===== config.mk =====
export PLATFORM = sky130hd
export DESIGN_NAME = sram_zbt_responder
export DESIGN_NICKNAME = d
export VERILOG_FILES = /design/src/rtl/sram_zbt_responder.sv
export SDC_FILE = /design/constraint.sdc
export NUM_CORES = 1
export LEC_CHECK = 0
export ABC_CLOCK_PERIOD_IN_PS = 3890
export BUFFER_PORTS_ARGS = -buffer_cell sky130_fd_sc_hd__buf_2
export CORE_MARGIN = 2
export CORE_UTILIZATION = 50
export CTS_CLUSTER_SIZE = 40
export DETAILED_ROUTE_END_ITERATION = 7
export PLACE_DENSITY = 0.79
export SETUP_SLACK_MARGIN = 0.1
export SYNTH_ARGS = -nofsm -noshare
export SYNTH_HDL_FRONTEND = slang
export SYNTH_SLANG_ARGS = --single-unit

===== constraint.sdc =====
create_clock -name sram_clock -period 3.89 [get_ports sram_clock]
set_input_delay 0.1945 -clock sram_clock [delete_from_list [all_inputs] [get_ports sram_clock]]
set_output_delay 0.1945 -clock sram_clock [all_outputs]
set_load 0.02 [all_outputs]

===== src/rtl/sram_zbt_responder.sv =====
// sram_zbt_responder
//
// SRAM-side responder for the arbiter request interface. It accepts one read
// or byte-masked write per sram_clock cycle and drives a pipelined ZBT SRAM.
// Read data comes back a fixed 3 cycles after acceptance, in request order.
// Writes produce no response.
//
// Ports:
//   sram_clock, reset          sole clock (rising edge); synchronous active-high reset
//   sram_addr_valid/ready      request handshake (see below)
//   sram_addr [17:0]           word address
//   sram_data_in [31:0]        write data (ignored for reads)
//   sram_write_mask [3:0]      byte enables; 4'b0000 means read
//   sram_data_out [31:0]       read data, held while valid is low
//   sram_data_out_valid        one-cycle pulse per read
//   pin_*                      registered ZBT SRAM pins (control lines active low)
//   pin_dq_out/oe/in           split DQ bus; the tristate lives at chip top
//
// Handshake: a request transfers in every cycle where sram_addr_valid and
// sram_ready are both 1. sram_ready is low only during the power-up wait after
// reset; afterwards it stays high, so there is no back-pressure and any
// read/write mix can issue on consecutive cycles.
//
// Pipeline (request accepted in cycle T):
//   T+1  S1 issue:   address/control pins loaded from the request
//   T+2  S2 data:    writes drive DQ, reads enable SRAM outputs
//   T+3  S3 capture: read data registered from pin_dq_in onto the outputs
module sram_zbt_responder #(
  parameter int INIT_CYCLES = 16
) (
  input  logic        sram_clock,
  input  logic        reset,
  input  logic        sram_addr_valid,
  output logic        sram_ready,
  input  logic [17:0] sram_addr,
  input  logic [31:0] sram_data_in,
  input  logic [3:0]  sram_write_mask,
  output logic [31:0] sram_data_out,
  output logic        sram_data_out_valid,
  output logic [17:0] pin_addr,
  output logic        pin_ce_l,
  output logic        pin_we_l,
  output logic [3:0]  pin_bw_l,
  output logic        pin_oe_l,
  output logic        pin_adv_ld_l,
  output logic [31:0] pin_dq_out,
  output logic        pin_dq_oe,
  input  logic [31:0] pin_dq_in
);

  localparam int CW = (INIT_CYCLES > 1) ? $clog2(INIT_CYCLES) : 1;
  localparam logic [CW-1:0] INIT_LAST = CW'(INIT_CYCLES - 1);

  logic [CW-1:0] init_count;

  // S1 stage: request issued on the pins this cycle
  logic        s1_valid;
  logic        s1_write;
  logic [31:0] s1_data;

  // S2 stage: only reads need to travel on to the capture stage
  logic        s2_read;

  logic accept;
  logic is_write;

  assign accept   = sram_addr_valid && sram_ready;
  assign is_write = |sram_write_mask;

  // Every access carries its own address, so the burst counter is never used.
  assign pin_adv_ld_l = 1'b0;

  always_ff @(posedge sram_clock) begin
    if (reset) begin
      init_count          <= '0;
      sram_ready          <= 1'b0;
      s1_valid            <= 1'b0;
      s1_write            <= 1'b0;
      s1_data             <= '0;
      s2_read             <= 1'b0;
      sram_data_out       <= '0;
      sram_data_out_valid <= 1'b0;
      pin_addr            <= '0;
      pin_ce_l            <= 1'b1;
      pin_we_l            <= 1'b1;
      pin_bw_l            <= 4'hF;
      pin_oe_l            <= 1'b1;
      pin_dq_oe           <= 1'b0;
      pin_dq_out          <= '0;
    end else begin
      // Power-up wait: ready rises the cycle after the count reaches its last
      // value and then stays up until the next reset.
      if (!sram_ready) begin
        if (init_count == INIT_LAST) begin
          sram_ready <= 1'b1;
        end else begin
          init_count <= init_count + 1'b1;
        end
      end

      // S1: issue. pin_addr only moves on an accepted request.
      s1_valid <= accept;
      s1_write <= accept && is_write;
      if (accept && is_write) begin
        s1_data <= sram_data_in;
      end
      if (accept) begin
        pin_addr <= sram_addr;
      end
      pin_ce_l <= !accept;
      pin_we_l <= !(accept && is_write);
      pin_bw_l <= (accept && is_write) ? ~sram_write_mask : 4'hF;

      // S2: data phase. A read and a write never share this stage, so DQ
      // drive and SRAM output enable can never overlap.
      pin_dq_oe <= s1_write;
      if (s1_write) begin
        pin_dq_out <= s1_data;
      end
      pin_oe_l <= !(s1_valid && !s1_write);
      s2_read  <= s1_valid && !s1_write;

      // S3: capture what the SRAM drove during the data phase.
      sram_data_out_valid <= s2_read;
      if (s2_read) begin
        sram_data_out <= pin_dq_in;
      end
    end
  end

endmodule

# Yosys cells after proc, flatten, opt, wreduce, memory -nomap -nowiden

Index checks and enable logic that the tools add are counted.

Register bits: 131
Input bits: 89
Output and inout port bits: 93
Logic and storage cells: 33

Add/subtract/negate cells: 1
Equal/unequal tests: 1
Mux-type cells: 2
Bitwise logic cells: 4
Reductions and logical operators: 10

Operators with widths:

| cell                | count |
|---|---|
| $add 4x1->4 const B | 1 |
| $eq 4x4->1 const B  | 1 |
| $logic_not 1->1     | 4 |
| $not 4->4           | 1 |
| $reduce_or 4->1     | 1 |
| $logic_and 1x1->1   | 3 |
| $not 1->1           | 3 |
| $mux 1              | 2 |
| $reduce_and 2->1    | 1 |
| $reduce_or 2->1     | 1 |

# Logic depth before layout (Yosys ltp)

Depth after elaboration: 4
Mapped depth: 4
Gate-level depth less buffers: 4

# Worst setup path after synthesis

OpenSTA, ideal clock, no wires.

Path kind: register -> register
Start: register init_count[0]
End: register init_count[3]
Setup time: 0.121 ns
Arrival: 1.200 ns
Data required time: 3.769 ns
Slack: 2.570 ns
Stages on the path, launching flop included: 5
Path buffers: 0
Period minus slack after synthesis: 1.320 ns
Path through: dfxtp_1 -> ha_1 -> a31oi_2 -> nand4_1 -> mux2_2

Word-level cells in the longest chain between the ends: 3
Elaborated cells on any way between the ends: 4
Classes of those cells: 1 x add/sub; 1 x eq/ne; 1 x bitwise; 1 x reduce/logical

Ends and longest elaborated chain:

| what                                                | RTL line | text |
|---|---|---|
| from (decl)                                         | 54       | `logic [CW-1:0] init_count;` |
| from (signal assigned)                              | 97       | `init_count <= init_count + 1'b1;` |
| branches (longest 3 deep; another with $add 4x1->4) | --       |  |

Several ways; the timed one is not identified.
A chain may end at the register's enable or synchronous reset.

# Worst setup path in the final report

Start: register sram_ready
End: register pin_addr[16]

Word-level cells in the longest chain between the ends: 1

Ends and longest elaborated chain:

| what                   | RTL line | text |
|---|---|---|
| from (decl)            | 34       | `output logic sram_ready,` |
| from (signal assigned) | 76       | `sram_ready <= 1'b0;` |
| from (signal assigned) | 95       | `sram_ready <= 1'b1;` |
| $logic_and 1x1->1      | 67       | `assign accept = sram_addr_valid && sram_ready;` |
| to (signal assigned)   | 108      | `pin_addr <= sram_addr;` |
| to (decl)              | 40       | `output logic [17:0] pin_addr,` |

Every way passes these cells.

==> summary.txt <==
RUN STATUS
------------------------------------------------------------------------------------
Outcome ............................................................... complete, no violations

CTS
------------------------------------------------------------------------------------
Number of buffers added for setup after CTS ...........................            0
Buffer cell driving the clock tree root ............................... sky130_fd_sc_hd__clkbuf_8
Clock sink total ......................................................          131
H-Tree Level Count ....................................................            4
Worst-case clock buffer depth .........................................            2
TritonCTS buffer count ................................................           17
TritonCTS clock tree ..................................................         done
CTS resizes ...........................................................            0
Clock transition at the registers of the reported paths ...............        60 ps
Number of buffers inserted for hold repair after clock tree synthesis .           86
Latest clock arrival within the worst-skew pair .......................       500 ps

SYNTHESIS
------------------------------------------------------------------------------------
Ranking of synthesized cells by instance count ........................ sky130_fd_sc_hd__dfxtp_1 (131), sky130_fd_sc_hd__mux2i_1 (97), sky130_fd_sc_hd__nor2_1 (69)
Post-synthesis adder-cell area fraction ...............................     0.002630
Area of the mapped netlist ............................................ 0.004757 mm^2
Post-Syn Nets .........................................................          525
Warnings from Yosys ...................................................            0
Post-Synth Simple-Gate Area ...........................................       0.1610
Sequential-to-total area share from yosys stat ........................       0.5513
Top-area cell type share of the netlist area ..........................       0.5513
Main combinational cell family by area after synthesis ................ multiplexers
Leading post-synthesis cells by cell area ............................. sky130_fd_sc_hd__dfxtp_1 (55%), sky130_fd_sc_hd__mux2i_1 (20%), sky130_fd_sc_hd__nand2b_1 (8.4%), sky130_fd_sc_hd__nor2_1 (5.4%), sky130_fd_sc_hd__a22o_1 (3.3%)
Instance count of the mapped netlist ..................................          435
Prevailing post-synth register cell ................................... sky130_fd_sc_hd__dfxtp_1
Synth Area in XOR/XNOR ................................................     0.001841
Synth Register Bits ...................................................          131
Post-synthesis async set-or-reset flop share ..........................            0
Area leader, netlist .................................................. sky130_fd_sc_hd__dfxtp_1
Yosys cell types ......................................................           26
Share of the synthesized area in compound gates (AO/OA/AOI/OAI) .......      0.03866
Synthesized area per cell .............................................   10.94 um^2
Share of synthesized area spent on multiplexers .......................       0.2065
Number of enable-type register cells in the synthesized netlist .......            0
Count leader, synth ................................................... sky130_fd_sc_hd__dfxtp_1

STA
------------------------------------------------------------------------------------
Setup Skew ............................................................     4.047 ps
Slew Limit Fails ......................................................            0
Setup TNS .............................................................         0 ps
Worst slew slack as a fraction of its limit ...........................       0.1353
Actual transition at the worst max-transition pin .....................      1292 ps
Worst Setup Slack, final ..............................................      1955 ps
Final count of negative-setup-slack endpoints .........................            0
Worst hold-check slack ................................................     96.46 ps
Final critical-path required period ...................................      1935 ps
Share of the cycle needed by the critical path after routing ..........       0.4974
Unrepaired setup endpoints after global routing .......................           no
Maximum achievable frequency ..........................................   0.5168 GHz
Number of failing hold endpoints at the final stage ...................            0

GLOBAL ROUTING
------------------------------------------------------------------------------------
Met2 demand-to-capacity share in global routing .......................       0.4236
GRT Max-Usage Layer ...................................................         met2
Maximum number of pins on one net before global-route repair ..........           94
Total overflow reported by the global router ..........................            0
First-pass GRT wire length ............................................     18.79 mm
Antenna violations before repair ......................................            0
Vias in the first global route ........................................         4086
GR Util met1 ..........................................................       0.2539
Global Route met3 Usage ...............................................      0.06901
Total routing usage reported by global routing ........................       0.2353

DETAILED ROUTING
------------------------------------------------------------------------------------
Antenna-violating nets left ...........................................            0
Mean number of vias per cell ..........................................        4.813
Router iterations before antenna repair ...............................            4
Vias post-DR ..........................................................         4009
Post-DR wirelength/cell ...............................................     14.39 um
Routed WL .............................................................     11.99 mm
# DRC .................................................................            0
Initial drt markers ...................................................          112

CRITICAL PATH
------------------------------------------------------------------------------------
Kind of start point of the critical path ..............................         flop
Total stage count of the critical path ................................            3
Worst setup path class ................................................ flop to flop
Max Fanout on Critical Path ...........................................           21
Worst reg2reg setup slack .............................................      1950 ps
Worst path top cell family by delay ................................... simple AND/OR/NAND/NOR gates
Reg-to-Reg End ........................................................ pin_addr[16]
Crit path cell chain .................................................. nand2_1, nor2_1, a22o_1
Largest stage delay on the critical path ..............................       990 ps
Highest-delay cell along the critical path ............................ sky130_fd_sc_hd__nor2_1
Critical Path Sink .................................................... pin_addr[16]
Data required time at the worst endpoint ..............................      4330 ps
Buf/Inv on CP .........................................................            0
Critical Path Sink Type ...............................................         flop
Number of cells on the worst reg-to-reg path ..........................            3
Signal arrival time at the worst endpoint .............................      2370 ps
Critical path startpoint ..............................................   sram_ready
Startpoint of the lowest-slack register-to-register path ..............   sram_ready

MIN PATH
------------------------------------------------------------------------------------
Path category of the worst min-delay check ............................ input port to flop

PLACE
------------------------------------------------------------------------------------
Placed wire-length estimate after detailed placement ..................     6.777 mm
Input/output buffers ..................................................          180
Final GP Congestion ...................................................       0.7366
Cell area reported after detailed placement ........................... 0.005669 mm^2
Setup WS pre-CTS ......................................................      1953 ps

FLOORPLANNING
------------------------------------------------------------------------------------
Height of the die .....................................................     101.5 um
Num rows ..............................................................           35
Die area .............................................................. 0.01031 mm^2
Initial cell density of the core ......................................       0.5148
Placeable core area ................................................... 0.009240 mm^2
Number of top-level pins ..............................................          182
Die width .............................................................     101.5 um

LAYOUT
------------------------------------------------------------------------------------
Non-Filler Cell Area, Final ........................................... 0.007097 mm^2
Layout cells sized above 1 ............................................       0.3111
Number of diodes ......................................................            0
Synth-to-layout area growth ...........................................       49.18%
Number of nets in the finished design .................................          781

PWR
------------------------------------------------------------------------------------
Switching share of power ..............................................       0.2108
Total power divided by cell area ...................................... 424.9 mW/mm^2
Max IR drop VDD .......................................................    0.2606 mV
Power, Total ..........................................................      3015 uW
Switching power summed over all nets ..................................     635.6 uW
Internal power contribution ...........................................      2380 uW
Combinational fraction of design power ................................        0.055
Sequential group share of total power .................................        0.447
Fraction of power consumed by the clock network .......................        0.498
Standby leakage power .................................................  0.003009 uW

JOB
------------------------------------------------------------------------------------
Max-capacitance violation count .......................................            0

-- layer usage --
layer  part of all wire  routed length (um)
met5                  0                   0
met4              0.026                 308
met3              0.046                 547
met2               0.53                6357
met1               0.40                4772
-- flip-flops by register name (all words and copies together), names as in the netlist --
register,cells
s2_read,1
pin_oe_l,1
pin_we_l,1
s1_write,1
pin_ce_l,1
s1_valid,1
init_count,4
s1_data,32
sram_data_out_valid,1
pin_addr,18
sram_data_out,32
pin_dq_oe,1
pin_bw_l,4
sram_ready,1
pin_dq_out,32
-- layout make-up --
| cell class | instances | area (um^2) |
|---|---|---|
| clock buffers | 20 | 435.4 |
| clock inverters | 12 | 131.4 |
| fillers | 582 | 2143 |
| inverters | 4 | 15.01 |
| multi-input cells | 270 | 1957 |
| flip-flops and latches | 131 | 2625 |
| well taps | 129 | 161.4 |
| repair buffers | 267 | 1772 |
-- worst register-to-register path: cells and delay by family, from the launching register on --
kind,cells,cell delay [ps]
DFF,1,440
and+or+nand+nor,2,1150
AOI/OAI and AO/OA,1,280
-- kinds of logic after synthesis --
group | count (synthesis)
fa+ha+maj | 1
compound gates | 21
other cells | 1
mux | 98
simple gates | 148
flops | 131
xor+xnor | 1
buf+inv | 34
-- worst min-delay path by stage --
stage	startpoint	endpoint	cells after the start
final	reset	pin_dq_out[10]	2
after global routing	reset	pin_dq_out[10]	2
after CTS	reset	pin_dq_out[18]	2
after detailed placement	sram_write_mask[2]	pin_bw_l[2]	2
after global placement	sram_write_mask[3]	pin_bw_l[3]	2
after floorplan	sram_write_mask[0]	pin_bw_l[0]	1
-- cells in the final DEF (no fill, tap or decap), drive strengths merged, types with 2 or more instances in the layout --
cell         synthesis  final
dlygate4sd3          0     86
nand2b              64     64
mux2i               97     97
buf                 24    181
nor2b                3      3
bufinv               0      2
nor3                 2      2
dfxtp              131    131
a21oi                2      2
nand2                5      5
nor2                70     70
clkinvlp             0      4
clkbuf               6     20
clkinv               0      4
inv                  4      6
a22o                18     18
-- stage by stage --
stage | util | instances
3_3_place_gp | 0.6135 | 715
6_report | 0.7680 | 833
5_1_grt | 0.7680 | 833
3_5_place_dp | 0.6135 | 715
4_1_cts | 0.7680 | 833
2_1_floorplan | - | 435
-- power by group through the flow --
| stage | Combinational [uW] | Sequential, uW | Clock [uW] |
|---|---|---|---|
| floorplan | 44.4 | 1380 | 0 |
| global placement | 93.7 | 1380 | 0 |
| detailed placement | 95.8 | 1380 | 0 |
| CTS | 163 | 1350 | 1530 |
| global route | 180 | 1350 | 1590 |
| finish | 166 | 1350 | 1500 |
Note: power is estimated with default switching activity, not from simulation.
